## config.mk

```make
export PLATFORM = sky130hd
export DESIGN_NAME = buzzer_music_player
export DESIGN_NICKNAME = d
export VERILOG_FILES = /design/src/rtl/buzzer_music_player.sv
export SDC_FILE = /design/constraint.sdc
export NUM_CORES = 1
export LEC_CHECK = 0
export CAP_MARGIN = 30
export CORE_MARGIN = 4
export CORE_UTILIZATION = 50
export CTS_CLUSTER_DIAMETER = 100
export DETAILED_ROUTE_END_ITERATION = 10
export PLACE_DENSITY = 0.69
export SYNTH_ARGS = -nofsm -noshare
export SYNTH_HDL_FRONTEND = slang
export SYNTH_SLANG_ARGS = --single-unit
```

## constraint.sdc

```tcl
create_clock -name clk -period 8.5 [get_ports clk]
set_input_delay 1.7 -clock clk [delete_from_list [all_inputs] [get_ports clk]]
set_output_delay 1.7 -clock clk [all_outputs]
set_load 0.01 [all_outputs]
```

## src/rtl/buzzer_music_player.sv

```systemverilog
// Music sequencer: fetches 12-bit note words from a synchronous ROM and plays
// each one as a square wave on the buzzer for a duration counted in beats.
module buzzer_music_player #(
  parameter int ADDR_WIDTH  = 16,
  parameter int DATA_WIDTH  = 12,
  parameter int BEAT_CYCLES = 12500000,
  parameter int TONE_DIV    = 1000
) (
  input  logic                  clk,
  input  logic                  rst,
  input  logic                  start,
  input  logic                  stop,
  input  logic                  loop_en,
  output logic                  rom_en,
  output logic [ADDR_WIDTH-1:0] rom_addr,
  input  logic [DATA_WIDTH-1:0] rom_data,
  output logic                  buzzer,
  output logic                  busy,
  output logic                  done
);

  localparam int BW = (BEAT_CYCLES > 1) ? $clog2(BEAT_CYCLES) : 1;
  localparam int TW = $clog2(255 * TONE_DIV);
  localparam logic [BW-1:0] BEAT_LAST = BW'(BEAT_CYCLES - 1);
  localparam logic [TW-1:0] TDIV      = TW'(TONE_DIV);

  typedef enum logic [2:0] {IDLE, FETCH, LATCH, PLAY, NEXT} state_t;

  state_t          state;
  logic [3:0]      dur;
  logic [7:0]      note;
  logic [BW-1:0]   beat_cnt;
  logic [3:0]      beat_num;
  logic [TW-1:0]   tone_cnt;
  logic [TW-1:0]   half_m1;

  // Unused for rests (note=0), where the tone counter is frozen.
  assign half_m1 = TW'(note) * TDIV - TW'(1);

  always_ff @(posedge clk or posedge rst) begin
    if (rst) begin
      state    <= IDLE;
      rom_en   <= 1'b0;
      rom_addr <= '0;
      buzzer   <= 1'b0;
      busy     <= 1'b0;
      done     <= 1'b0;
      dur      <= '0;
      note     <= '0;
      beat_cnt <= '0;
      beat_num <= '0;
      tone_cnt <= '0;
    end else begin
      done <= 1'b0;
      if (stop && state != IDLE) begin
        state    <= IDLE;
        rom_en   <= 1'b0;
        rom_addr <= '0;
        buzzer   <= 1'b0;
        busy     <= 1'b0;
      end else begin
        case (state)
          IDLE: begin
            // busy drops one cycle after the done pulse
            buzzer <= 1'b0;
            rom_en <= 1'b0;
            busy   <= 1'b0;
            if (start && !stop) begin
              state    <= FETCH;
              rom_addr <= '0;
              rom_en   <= 1'b1;
              busy     <= 1'b1;
            end
          end
          FETCH: begin
            rom_en <= 1'b0;
            state  <= LATCH;
          end
          LATCH: begin
            dur  <= rom_data[11:8];
            note <= rom_data[7:0];
            if (rom_data[11:8] == 4'd0) begin
              if (loop_en) begin
                rom_addr <= '0;
                rom_en   <= 1'b1;
                state    <= FETCH;
              end else begin
                done  <= 1'b1;
                state <= IDLE;
              end
            end else begin
              beat_cnt <= '0;
              beat_num <= 4'd1;
              tone_cnt <= '0;
              buzzer   <= 1'b0;
              state    <= PLAY;
            end
          end
          PLAY: begin
            if (note != 8'd0) begin
              if (tone_cnt == half_m1) begin
                tone_cnt <= '0;
                buzzer   <= ~buzzer;
              end else begin
                tone_cnt <= tone_cnt + TW'(1);
              end
            end
            if (beat_cnt == BEAT_LAST) begin
              beat_cnt <= '0;
              if (beat_num == dur) begin
                buzzer <= 1'b0;
                state  <= NEXT;
              end else begin
                beat_num <= beat_num + 4'd1;
              end
            end else begin
              beat_cnt <= beat_cnt + BW'(1);
            end
          end
          NEXT: begin
            buzzer <= 1'b0;
            // Last ROM word played without a marker ends the song like one.
            if (&rom_addr) begin
              if (loop_en) begin
                rom_addr <= '0;
                rom_en   <= 1'b1;
                state    <= FETCH;
              end else begin
                done  <= 1'b1;
                state <= IDLE;
              end
            end else begin
              rom_addr <= rom_addr + ADDR_WIDTH'(1);
              rom_en   <= 1'b1;
              state    <= FETCH;
            end
          end
          default: state <= IDLE;
        endcase
      end
    end
  end

endmodule

```

==> flow_metrics.env <==
export IMPL_outcome="completed"
export IMPL_grt_setup_unrepaired="false"
export IMPL_post_cts_resized=0
export IMPL_clock_insertion_delay_worst_skew_ns=0.35
export IMPL_cts_htree_levels=3
export IMPL_routed_via_count=5617
export IMPL_clk_pin_slew_worst_paths_ns=0.07
export IMPL_hp_class="reg2reg"
export IMPL_post_synth_cell_area_avg_um2=8.72
export IMPL_critPathKind="reg2reg"
export IMPL_routed_via_density=5.86
export IMPL_cp_data_arrival_time_ns=6.84
export IMPL_yosysMostFrequentCell="sky130_fd_sc_hd__dfrtp_1"
export IMPL_yosys_top_cells_area="sky130_fd_sc_hd__dfrtp_1 (31%), sky130_fd_sc_hd__ha_1 (8.4%), sky130_fd_sc_hd__fa_1 (6.7%)"
export IMPL_routed_wire_length_per_instance_um=15.9
export IMPL_timing_final_crit_share=0.776
export IMPL_io_buffer_count=36
export IMPL_wirelength_um=15300
export IMPL_reg2reg_slack_ns=1.90
export IMPL_final_min_clock_period_ns=6.60
export IMPL_synth_yosys_seq_area_share=0.308
export IMPL_first_pass_iteration_count_of_the_detailed_router=5
export IMPL_postSynthNetCount=837
export IMPL_maxCapViolCount=0
export IMPL_die_height_um=123
export IMPL_hold_viol_final=0
export IMPL_cts_tree="built"
export IMPL_area_grow_syn2layout_pct=12.8
export IMPL_dominant_synthesized_flop_cell="sky130_fd_sc_hd__dfrtp_1"
export IMPL_final_max_slew_violation_count=0
export IMPL_placementRows=41
export IMPL_floorplan_initialDensity=0.515
export IMPL_yosys_area_top_type_share=0.308
export IMPL_required_time_reported_for_the_critical_path_endpoint_ns=8.74
export IMPL_first_global_vias=5323
export IMPL_grt_first_pass_wirelength_um=25600
export IMPL_core_area_um2=12800
export IMPL_diodes=0
export IMPL_drc=0
export IMPL_route_antenna_remaining_nets=0
export IMPL_synth_commonest_cells="sky130_fd_sc_hd__dfrtp_1 (81), sky130_fd_sc_hd__nor2_1 (64), sky130_fd_sc_hd__o21ai_0 (62), sky130_fd_sc_hd__inv_1 (60), sky130_fd_sc_hd__nand2_1 (51)"
export IMPL_postSynthCellCount=754
export IMPL_numCtsBuffers=9
export IMPL_number_of_flops_mapped_to_enable_cells_by_yosys=0
export IMPL_worstSetupEndpointType="register"
export IMPL_finish_net_count=864
export IMPL_routabilityCongestion=0.886
export IMPL_setup_viol_count_final=0
export IMPL_boundaryPins=37
export IMPL_max_clock_freq_mhz=152
export IMPL_timing_setup_tns_ns=0
export IMPL_mappedNetlistArea_um2=6580
export IMPL_kind_of_start_point_of_the_critical_path="register"
export IMPL_hold_buffers=0
export IMPL_grtUsageTotal=0.211
export IMPL_yosys_reg_bits=81
export IMPL_ys_async_sr_fraction=1.00
export IMPL_post_cts_buffers=0
export IMPL_drt_first_iter_violations=491
export IMPL_post_synth_num_cell_types=69
export IMPL_grt_start_max_net_pins=63
export IMPL_dieArea_um2=15100
export IMPL_finClkSkew_ns=0.00948
export IMPL_ctsLongestPathBuffers=2
export IMPL_crit_fanout=18
export IMPL_post_route_cells_drive_above_1_share=0.0534
export IMPL_clock_tree_root_cell="sky130_fd_sc_hd__clkbuf_16"
export IMPL_post_synth_top_area_cell="sky130_fd_sc_hd__dfrtp_1"
export IMPL_die_w_um=123
export IMPL_grt_remaining_overflow=0
export IMPL_place_detailed_hpwl_um=11400
export IMPL_slew_headroom=0.328
export IMPL_ys_warn_count=0
export IMPL_worst_slew_pin_transition_ns=1.00
export IMPL_grt_antenna_before_repair=0
export IMPL_clock_sinks=81
## worst paths after layout
path	startpoint	end	cells past startpoint
max	note[1]$_DFFE_PP0P_	tone_cnt[0]$_DFFE_PP0P_	17
max in group asynchronous	rst	tone_cnt[8]$_DFFE_PP0P_	4
min in group asynchronous	rst	rom_addr[11]$_DFFE_PP0P_	3
min	beat_cnt[0]$_DFFE_PP0P_	beat_cnt[0]$_DFFE_PP0P_	1
max reg2reg	note[1]$_DFFE_PP0P_	tone_cnt[0]$_DFFE_PP0P_	17
min reg2reg	beat_cnt[0]$_DFFE_PP0P_	beat_cnt[0]$_DFFE_PP0P_	1
## stage by stage
stage | worst slack [ns] | utilization | hold slack, ns | instances | area [µm²]
2_1_floorplan | 2.58 | - | 0.461 | 754 | 6580
3_3_place_gp | 1.98 | 0.554 | 0.509 | 940 | 7080
3_5_place_dp | 1.91 | 0.557 | 0.522 | 942 | 7120
4_1_cts | 1.91 | 0.581 | 0.535 | 958 | 7420
5_1_grt | 1.46 | 0.581 | 0.549 | 958 | 7420
6_report | 1.90 | 0.581 | 0.530 | 958 | 7420
## final cells by class
class                   instances  area, µm²
fillers                      1144       5360
multi-input cells             586       4210
flip-flops and latches         81       2030
repair buffers                 43        433
inverters                      60        226
clock buffers                   9        225
well taps                     172        215
clock inverters                 7       76.3
## cells in the final DEF, fill, tap and decap left out, types with 3 or more instances in the layout
cell type and count:
sky130_fd_sc_hd__a211oi_1 4, sky130_fd_sc_hd__a21o_1 7, sky130_fd_sc_hd__a21oi_1 29, sky130_fd_sc_hd__a221oi_1 3, sky130_fd_sc_hd__a22o_1 26, sky130_fd_sc_hd__a2bb2oi_1 3, sky130_fd_sc_hd__a31oi_1 6, sky130_fd_sc_hd__and2_1 6
sky130_fd_sc_hd__and3_1 21, sky130_fd_sc_hd__and4_1 5, sky130_fd_sc_hd__buf_4 6, sky130_fd_sc_hd__clkbuf_16 9, sky130_fd_sc_hd__clkdlybuf4s50_1 36, sky130_fd_sc_hd__dfrtp_1 81, sky130_fd_sc_hd__fa_1 22, sky130_fd_sc_hd__ha_1 44
sky130_fd_sc_hd__inv_1 59, sky130_fd_sc_hd__inv_6 3, sky130_fd_sc_hd__mux2_2 6, sky130_fd_sc_hd__mux2i_1 5, sky130_fd_sc_hd__nand2_1 51, sky130_fd_sc_hd__nand2b_1 8, sky130_fd_sc_hd__nand3_1 34, sky130_fd_sc_hd__nand4_1 11
sky130_fd_sc_hd__nor2_1 64, sky130_fd_sc_hd__nor2b_1 17, sky130_fd_sc_hd__nor3_1 17, sky130_fd_sc_hd__nor4_1 11, sky130_fd_sc_hd__o211ai_1 4, sky130_fd_sc_hd__o21a_1 4, sky130_fd_sc_hd__o21ai_0 62, sky130_fd_sc_hd__o21ai_1 5
sky130_fd_sc_hd__o31ai_1 7, sky130_fd_sc_hd__o41ai_1 3, sky130_fd_sc_hd__or2_2 3, sky130_fd_sc_hd__or3_1 9, sky130_fd_sc_hd__or4_1 3, sky130_fd_sc_hd__xnor2_1 19, sky130_fd_sc_hd__xor2_1 29
## sequential cells by signal, indices dropped and copies added (netlist names)
name      flops
note          8
beat_num      4
buzzer        1
state         3
beat_cnt     24
busy          1
rom_addr     16
tone_cnt     18
done          1
dur           4
rom_en        1
## critical path, stage by stage, from the launching register on
cell and delay [ns]:
sky130_fd_sc_hd__dfrtp_1 0.49, sky130_fd_sc_hd__fa_1 0.56, sky130_fd_sc_hd__inv_1 0.06, sky130_fd_sc_hd__fa_1 0.50, sky130_fd_sc_hd__fa_1 0.55, sky130_fd_sc_hd__inv_1 0.05, sky130_fd_sc_hd__fa_1 0.46, sky130_fd_sc_hd__ha_1 0.28
sky130_fd_sc_hd__nor2_1 0.25, sky130_fd_sc_hd__a21boi_0 0.20, sky130_fd_sc_hd__or4_1 0.50, sky130_fd_sc_hd__a221o_1 0.39, sky130_fd_sc_hd__nor4_2 0.31, sky130_fd_sc_hd__mux2i_1 0.14, sky130_fd_sc_hd__or4_4 0.56, sky130_fd_sc_hd__o31ai_4 0.60
sky130_fd_sc_hd__nor2_2 0.26, sky130_fd_sc_hd__mux2_2 0.33
## per-layer routing
metal	global-route usage	wire (µm)
met1	0.313	7380
met5	0	0
met3	0.0364	803
met2	0.318	6920
met4	0.0525	149
## logic make-up (layout without fill, tap and decap cells)
group,Yosys count,in the layout,share of synthesized area
AND/OR/NAND/NOR,275,275,0.217
AO/OA/AOI/OAI,184,184,0.185
multiplexers,11,11,0.0179
flip-flops,81,81,0.308
buffers and inverters,87,119,0.0510
adder cells (fa/ha/maj),66,66,0.151
XOR/XNOR,50,50,0.0708
Power is not shown: default switching activity piles up to over one toggle a cycle in this logic, so the estimate is an artifact.
